[config.mk]
export PLATFORM = sky130hd
export DESIGN_NAME = sort_unpacker_flat
export DESIGN_NICKNAME = d
export VERILOG_FILES = /design/src/rtl/sort_unpacker_if.sv /design/src/rtl/sort_unpacker.sv /design/src/flat_wrapper.sv
export SDC_FILE = /design/constraint.sdc
export NUM_CORES = 1
export LEC_CHECK = 0
export ABC_AREA = 1
export BUFFER_PORTS_ARGS = -buffer_cell sky130_fd_sc_hd__buf_4
export CORE_AREA = 2 2 110 112
export DETAILED_ROUTE_END_ITERATION = 8
export DIE_AREA = 0 0 112 114
export GPL_TIMING_DRIVEN = 0
export HOLD_SLACK_MARGIN = 0.03
export MAX_ROUTING_LAYER = met4
export PLACE_DENSITY_LB_ADDON = 0.12
export SYNTH_ARGS = -nofsm -noshare
export SYNTH_HDL_FRONTEND = slang
export SYNTH_SLANG_ARGS = --single-unit
[constraint.sdc]
create_clock -name clk -period 2 [get_ports clk]
set_clock_uncertainty 0.2 [all_clocks]
set_input_delay 0.1 -clock clk [delete_from_list [all_inputs] [get_ports clk]]
set_output_delay 0.1 -clock clk [all_outputs]
set_load 0.1 [all_outputs]
[src/rtl/sort_unpacker_if.sv]
// sort_unpacker_if: packed-frame input and element-stream output of sort_unpacker.
interface sort_unpacker_if #(
  parameter int NUM_VALS = 9,
  parameter int SIZE = 8
);
  localparam int IW = $clog2(NUM_VALS) < 1 ? 1 : $clog2(NUM_VALS);
  logic in_valid;
  logic in_ready;
  logic [NUM_VALS*SIZE-1:0] in_bus;
  logic out_valid;
  logic out_ready;
  logic [SIZE-1:0] out_data;
  logic [IW-1:0] out_idx;
  logic out_first;
  logic out_last;
  logic out_order_err;
  logic order_err_sticky;
  modport master (
    output in_valid, in_bus, out_ready,
    input in_ready, out_valid, out_data, out_idx, out_first, out_last, out_order_err, order_err_sticky
  );
  modport slave (
    input in_valid, in_bus, out_ready,
    output in_ready, out_valid, out_data, out_idx, out_first, out_last, out_order_err, order_err_sticky
  );
endinterface

[src/rtl/sort_unpacker.sv]
// sort_unpacker: serialises a descending-sorted packed frame, flagging out-of-order elements.
module sort_unpacker #(
  parameter int NUM_VALS = 9,
  parameter int SIZE = 8
) (
  input logic clk,
  input logic rst_n,
  sort_unpacker_if.slave u
);
  localparam int IW = $clog2(NUM_VALS) < 1 ? 1 : $clog2(NUM_VALS);
  localparam logic [IW-1:0] LAST = IW'(NUM_VALS - 1);
  typedef enum logic {IDLE, SEND} state_t;
  state_t state;
  logic [NUM_VALS*SIZE-1:0] frame;
  logic [SIZE-1:0] prev;
  logic [SIZE-1:0] nxt_data;
  logic [IW-1:0] nxt_idx;
  logic xfer;
  assign xfer = u.out_valid & u.out_ready;
  assign nxt_idx = u.out_idx + 1'b1;
  assign nxt_data = frame[nxt_idx*SIZE +: SIZE];
  assign u.in_ready = state == IDLE;
  // out_data always equals frame[idx], so the flag is stable whenever the element is
  assign u.out_order_err = (u.out_idx != '0) && (u.out_data > prev);
  always_ff @(posedge clk) begin
    if (!rst_n) begin
      state <= IDLE;
      frame <= '0;
      prev <= '0;
      u.order_err_sticky <= 1'b0;
      u.out_valid <= 1'b0;
      u.out_data <= '0;
      u.out_idx <= '0;
      u.out_first <= 1'b0;
      u.out_last <= 1'b0;
    end else if (state == IDLE) begin
      if (u.in_valid) begin
        state <= SEND;
        frame <= u.in_bus;
        u.out_valid <= 1'b1;
        u.out_data <= u.in_bus[SIZE-1:0];
        u.out_idx <= '0;
        u.out_first <= 1'b1;
        u.out_last <= 1'b0;
      end
    end else if (xfer) begin
      prev <= u.out_data;
      u.order_err_sticky <= u.order_err_sticky | u.out_order_err;
      if (u.out_last) begin
        state <= IDLE;
        u.out_valid <= 1'b0;
        u.out_data <= '0;
        u.out_idx <= '0;
        u.out_first <= 1'b0;
        u.out_last <= 1'b0;
      end else begin
        u.out_data <= nxt_data;
        u.out_idx <= nxt_idx;
        u.out_first <= 1'b0;
        u.out_last <= nxt_idx == LAST;
      end
    end
  end
endmodule

[src/flat_wrapper.sv]
// flat-port wrapper written by rule: the top's interface ports become plain ports
module sort_unpacker_flat 
#(
  parameter int NUM_VALS = 9,
  parameter int SIZE = 8
)
  (clk, rst_n, u_in_valid, u_in_bus, u_out_ready, u_in_ready, u_out_valid, u_out_data, u_out_idx, u_out_first, u_out_last, u_out_order_err, u_order_err_sticky);
  sort_unpacker_if #(.NUM_VALS(NUM_VALS), .SIZE(SIZE)) u_i ();
  input logic clk;
  input logic rst_n;
  input wire logic [$bits(u_i.in_valid)-1:0] u_in_valid;
  input wire logic [$bits(u_i.in_bus)-1:0] u_in_bus;
  input wire logic [$bits(u_i.out_ready)-1:0] u_out_ready;
  output wire logic [$bits(u_i.in_ready)-1:0] u_in_ready;
  output wire logic [$bits(u_i.out_valid)-1:0] u_out_valid;
  output wire logic [$bits(u_i.out_data)-1:0] u_out_data;
  output wire logic [$bits(u_i.out_idx)-1:0] u_out_idx;
  output wire logic [$bits(u_i.out_first)-1:0] u_out_first;
  output wire logic [$bits(u_i.out_last)-1:0] u_out_last;
  output wire logic [$bits(u_i.out_order_err)-1:0] u_out_order_err;
  output wire logic [$bits(u_i.order_err_sticky)-1:0] u_order_err_sticky;
  assign u_i.in_valid = u_in_valid;
  assign u_i.in_bus = u_in_bus;
  assign u_i.out_ready = u_out_ready;
  assign u_in_ready = u_i.in_ready;
  assign u_out_valid = u_i.out_valid;
  assign u_out_data = u_i.out_data;
  assign u_out_idx = u_i.out_idx;
  assign u_out_first = u_i.out_first;
  assign u_out_last = u_i.out_last;
  assign u_out_order_err = u_i.out_order_err;
  assign u_order_err_sticky = u_i.order_err_sticky;
  sort_unpacker #(.NUM_VALS(NUM_VALS), .SIZE(SIZE)) u_core (.clk(clk), .rst_n(rst_n), .u(u_i));
endmodule
==> results of run 1 <==
==> cells in the final DEF, fill, tap and decap left out, types with 2 or more instances in the layout <==
cell type,netlist,layout
dlygate4sd3_1,0,75
ha_4,0,6
clkbuf_1,31,18
a22o_1,3,3
xor2_4,1,2
clkbuf_2,0,9
clkbuf_16,0,10
nor2_2,0,2
a211oi_1,3,3
a21oi_1,74,74
nand3_2,1,14
buf_4,0,101
a21oi_2,8,8
inv_1,81,77
buf_2,7,6
bufinv_16,0,2
inv_2,1,3
clkinv_1,1,2
o21ai_0,91,90
nand3_1,51,38
nand2_1,113,108
dfxtp_4,0,10
nor2_1,59,57
dfxtp_2,0,4
nand2_2,0,5
dfxtp_1,97,83
ha_1,11,5
==> per-stage QoR <==
step / std cells / setup slack (ns)
after CTS: 976 / -0.0618
after floorplan: 642 / -0.0706
final: 980 / -0.0293
after global placement: 882 / -0.173
after detailed placement: 882 / -0.164
after global routing: 980 / -0.0983
==> what timing repair did <==
action,CTS,global route
gates resized for setup,16,42
pin swaps,6,14
endpoints found under the setup margin,9,71
hold buffers,75,0
setup buffers,4,5
endpoints found under the hold margin,82,0
gates cloned,0,1
==> layout make-up <==
class	instances	area (µm²)
fillers	1105	4850
multi-input cells	423	2310
flip-flops and latches	97	1980
repair buffers	178	1540
inverters	83	330
clock buffers	10	229
plain buffers	36	200
well taps	147	184
clock inverters	6	81.3
==> kinds of logic after synthesis <==
group	after synthesis
AO/OA/AOI/OAI	182
XOR/XNOR	3
buffers and inverters	122
flip-flops	97
AND/OR/NAND/NOR	227
adder cells (fa/ha/maj)	11
==> flip-flops by register name, summed over array words and instances (netlist names) <==
name,flops
u_core.frame,72
u_core.prev,8
u_core.state,1
u_core.u.order_err_sticky,1
u_core.u.out_data,8
u_core.u.out_first,1
u_core.u.out_idx,4
u_core.u.out_last,1
u_core.u.out_valid,1
==> worst max-delay path, cell delays in order, from the launching register on <==
cell and delay, ns:
dfxtp_2 0.32, inv_2 0.04, ha_4 0.25, inv_2 0.03
nor2_2 0.09, nor2_1 0.05, o21ai_1 0.15, nand2_2 0.10
a21boi_4 0.16, buf_12 0.19
==> report_power, final <==
part | switching (mW) | internal (mW) | leakage (nW)
sequential | 0.0668 | 2.08 | 0.810
combinational | 0.642 | 0.446 | 2.02
clock | 0.741 | 1.09 | 0.152
==> routing by layer <==
layer / GRT usage / up-vias / wire length, µm
li1: - / 2451 / -
met1: 0.278 / 2239 / 6630
met2: 0.387 / 121 / 6920
met3: 0.0388 / 21 / 644
met4: 0.0846 / 0 / 206
met5: - / - / 0
==> worst max path at each step <==
stage / start / to / slack [ns] / cells past startpoint
after global placement: u_core.u.out_idx[0] / u_core.u.out_data[0] / -0.17 / 11
after detailed placement: u_core.u.out_idx[0] / u_core.u.out_data[0] / -0.16 / 11
final: u_core.prev[1] / u_out_order_err / -0.03 / 9
after floorplan: u_core.u.out_idx[0] / u_core.u.out_data[5] / -0.07 / 12
after global routing: u_core.prev[1] / u_out_order_err / -0.1 / 9
after CTS: u_core.prev[1] / u_out_order_err / -0.06 / 9
==> flow_summary.toml, run 1 <==
[yosys]
synth_fa_ha_area_frac = 0.0305
synth-compound-area-share = 0.214
yosysTopAreaCellShare = 0.430
yosysTopAreaCell = "dfxtp_1"
synth_ff_type = "dfxtp_1"
synthMuxAreaShare = 0
postSynthAreaPerCell_um2 = 7.04
synth_top_family_by_area = "compound AO/OA/AOI/OAI gates"
yosysWarnings = 0
synth_edf_count = 0
synth_area_leaders = "dfxtp_1, o21ai_0, nand2_1, a21oi_1, inv_1"
ys_top_cells_by_count = "nand2_1, dfxtp_1, o21ai_0"
synth_xor_area_frac = 0.0116
synth-seq-cells = 97
yosysMostFrequentCell = "nand2_1"
synthCells = 642
async_reset_ff_frac = 0
syn_nets = 729
yosys.area_share.simple = 0.211
syn-cell-area_um2 = 4520
seq_area_frac_synth = 0.430
synth_cell_types = 26

[clock_tree]
cts.path.max_buffers = 2
cts_made_buffers = 9
clock_latency_ns = 0.34
clock_sinks = 97
cts_root_buffer = "clkbuf_16"
htree_levels = 3
cts_tree = "yes"
clk_pin_slew_ns = 0.07

[global_routing]
grt_pass1_wl_mm = 22.5
track_usage = 0.229
grt_max_degree = 19
grt_pass1_vias = 4704
antenna_found_initial = 0
grt-ovfl-total = 0

[pwr]
leakage_nw = 2.98
finalPower_mw = 5.06
p_per_area_nw_per_um2 = 739
ir_drop_uv = 451

[worst_setup_path]
cp.arrival_ns = 1.73
worst_r2r_endpoint = "u_core.u.out_data[1]"
worstReg2RegStart = "u_core.u.out_idx[0]"
cp-end-kind = "primary output"
cp_max_fo = 2
rrSetupSlack_ns = 0.08
r2r_cells = 7
path_class = "register to primary output"
cp.required_ns = 1.70
worstSetupStartpointType = "register"

[sta]
finalCritPeriodShare = 1.01
maxSlewHeadroom = 0.551
min_period_ns = 2.03
hold-worst-slack_ns = 0.241
tightestPinTransition_ns = 0.674
worst_slack_ns = -0.0293
clock.fmax_mhz = 493
slew_viol_final = 0
rsz0062_at_grt = "yes"
setup-violations-final = 1
hold_viol = 0
tns_ns = -0.0293

[detailed_routing]
first_pass_iters = 5
drcViolationCount = 0
ant_nets = 0
drt-total-wl_mm = 14.4
post_drt_wl_per_cell_um = 14.7
drt_iter0_drc = 258
viasPerCell = 4.93
vias = 4832

[finish]
area_growth_pct = 51.8
final_nets = 915
diodes = 0
layout-drive-gt1-share = 0.238
fin_area_um2 = 6860
final_util = 0.585

[floorplanning]
die_y_um = 114
dieArea_um2 = 12800
std_cell_rows = 40
die_x_um = 112
start_util = 0.386
ios = 94
core_area_um2 = 11700

[min_path]
min_to = "u_core.u.out_idx[0]"
hold_depth = 6
hp-start = "u_out_ready"
hp-class = "input port to register"

[run_status]
violations = "setup timing"
status = "finished, violations left"

[placed_design]
io_buffers = 93
place_area_um2 = 5530
place_congestion = 0.872
place.detailed.hpwl_mm = 10.1

[job]
maxCapViolCount = 0
Power figures use the tool's default switching activity.
==> run 2, diff against run 1 <==
- PLACE_DENSITY: default -> 0.67
- PLACE_DENSITY_LB_ADDON: 0.12 -> default
==> flow_summary.toml, run 2 (same netlist as run 1, synthesis figures left out) <==
[min_path]
hold_depth = 4
hp-class = "input port to register"

[finish]
register_area_um2 = 1980
final_nets = 919
diodes = 0
fin_area_um2 = 6900
regMostFlops = "u_core.frame"
multiInputGateArea_um2 = 2280
final_common_cell = "nand2_1"
fillCellCount = 1089
fin_cells = 984
area_growth_pct = 52.8
layout-drive-gt1-share = 0.238
final_util = 0.589
largest_reg_flops = 72
most-common-layout-cells = "nand2_1, buf_4, o21ai_0, dfxtp_1, inv_1"
largestRegisters = "u_core.frame: 72 flops, u_core.prev: 8 flops, u_core.u.out_data: 8 flops"

[global_routing]
grt_pass1_vias = 4820
track_usage = 0.237
grt-ovfl-total = 0
grt_pass1_wl_mm = 23.4
grt_max_degree = 19
antenna_found_initial = 0

[clock_tree]
htree_levels = 3
cts_root_buffer = "clkbuf_16"
cts.path.max_buffers = 2
cts_tree = "yes"
clock_latency_ns = 0.34
clk_pin_slew_ns = 0.07
cts_made_buffers = 9
clock_sinks = 97

[worst_setup_path]
cp_max_fo = 4
crit_top_cell = "nand2_1"
cp-end-kind = "primary output"
cp.required_ns = 1.70
rrSetupSlack_ns = 0.07
worstSetupStartpointType = "register"
cp_cell_sequence = "ha_1 > nand2_1 > nor2_2 > nand2_1 > a21boi_4 > buf_12"
crit_slowest_cell = "dfxtp_4"
critPathTopFamily = "simple AND/OR/NAND/NOR gates"
path_class = "register to primary output"
r2r_cells = 10
slowest_delay_ns = 0.36
cp_num_buf_inv = 1
crit_cells = 6
cp.arrival_ns = 1.76

[pwr]
leakage_nw = 3.01
finalPower_mw = 4.94
ir_drop_uv = 593
p_per_area_nw_per_um2 = 715

[detailed_routing]
drt-total-wl_mm = 14.7
post_drt_wl_per_cell_um = 14.9
drcViolationCount = 0
vias = 4931
drt_iter0_drc = 305
viasPerCell = 5.01
ant_nets = 0
first_pass_iters = 5

[job]
maxCapViolCount = 0

[sta]
min_period_ns = 2.06
tightestPinTransition_ns = 0.611
setup-violations-final = 1
hold-worst-slack_ns = 0.151
worst_slack_ns = -0.0632
tns_ns = -0.0632
slew_viol_final = 0
hold_viol = 0
clock.fmax_mhz = 485
rsz0062_at_grt = "yes"
maxSlewHeadroom = 0.593
finalCritPeriodShare = 1.03

[floorplanning]
dieArea_um2 = 12800
std_cell_rows = 40
die_x_um = 112
ios = 94
die_y_um = 114
core_area_um2 = 11700
start_util = 0.386

[placed_design]
place_ws_ns = -0.207
place_congestion = 0.877
place.detailed.hpwl_mm = 10.2
place_inst = 882
io_buffers = 93
place_area_um2 = 5530

[run_status]
status = "finished, violations left"
violations = "setup timing"
[run 2: worst paths after layout]
| path | startpoint | to |
|---|---|---|
| setup / recovery | u_core.u.out_data[7] | u_out_order_err |
| hold reg to reg | u_core.frame[48] | u_core.frame[48] |
| hold / removal | u_in_valid | u_core.u.out_idx[0] |
| setup reg to reg | u_core.u.out_idx[0] | u_core.u.out_last |
[run 2: report_power, final]
| group | switching (mW) | leakage, nW | internal, mW |
|---|---|---|---|
| clock | 0.757 | 0.139 | 0.967 |
| sequential | 0.0663 | 0.810 | 2.08 |
| combinational | 0.636 | 2.06 | 0.434 |
| total | 1.46 | 3.01 | 3.48 |
[run 2: repair_timing]
item / 4_1_cts / 5_1_grt
hold endpoints to repair: 83 / 0
setup buffers: 7 / 7
gates resized for setup: 15 / 50
setup endpoints to repair: 9 / 76
gates cloned: 0 / 2
pin swaps: 3 / 9
hold buffers: 74 / 0
[run 2: routing by layer]
metal  global-route usage  vias to the layer above  wire [µm]
met5                    -                        -          0
met3               0.0292                       23        687
met1                0.297                     2326       6610
li1                     -                     2461          -
met2                0.403                      121       7120
met4               0.0740                        0        263
[run 2: area by class of cell]
cell class | count | area share
multi-input combinational | 423 | 0.330
clock buffer | 9 | 0.0326
sequential | 97 | 0.288
timing repair buffer | 183 | 0.235
tap | 147 | 0.0266
buffer | 35 | 0.0294
clock inverter | 7 | 0.0103
inverter | 83 | 0.0479
[run 2: worst reg2reg max path, delay by kind of cell, from the launching register on]
family	cells	cell delay [ns]
buffers and inverters	5	0.61
flip-flops	1	0.41
AND/OR/NAND/NOR	3	0.30
XOR/XNOR	1	0.20
AO/OA/AOI/OAI	1	0.14
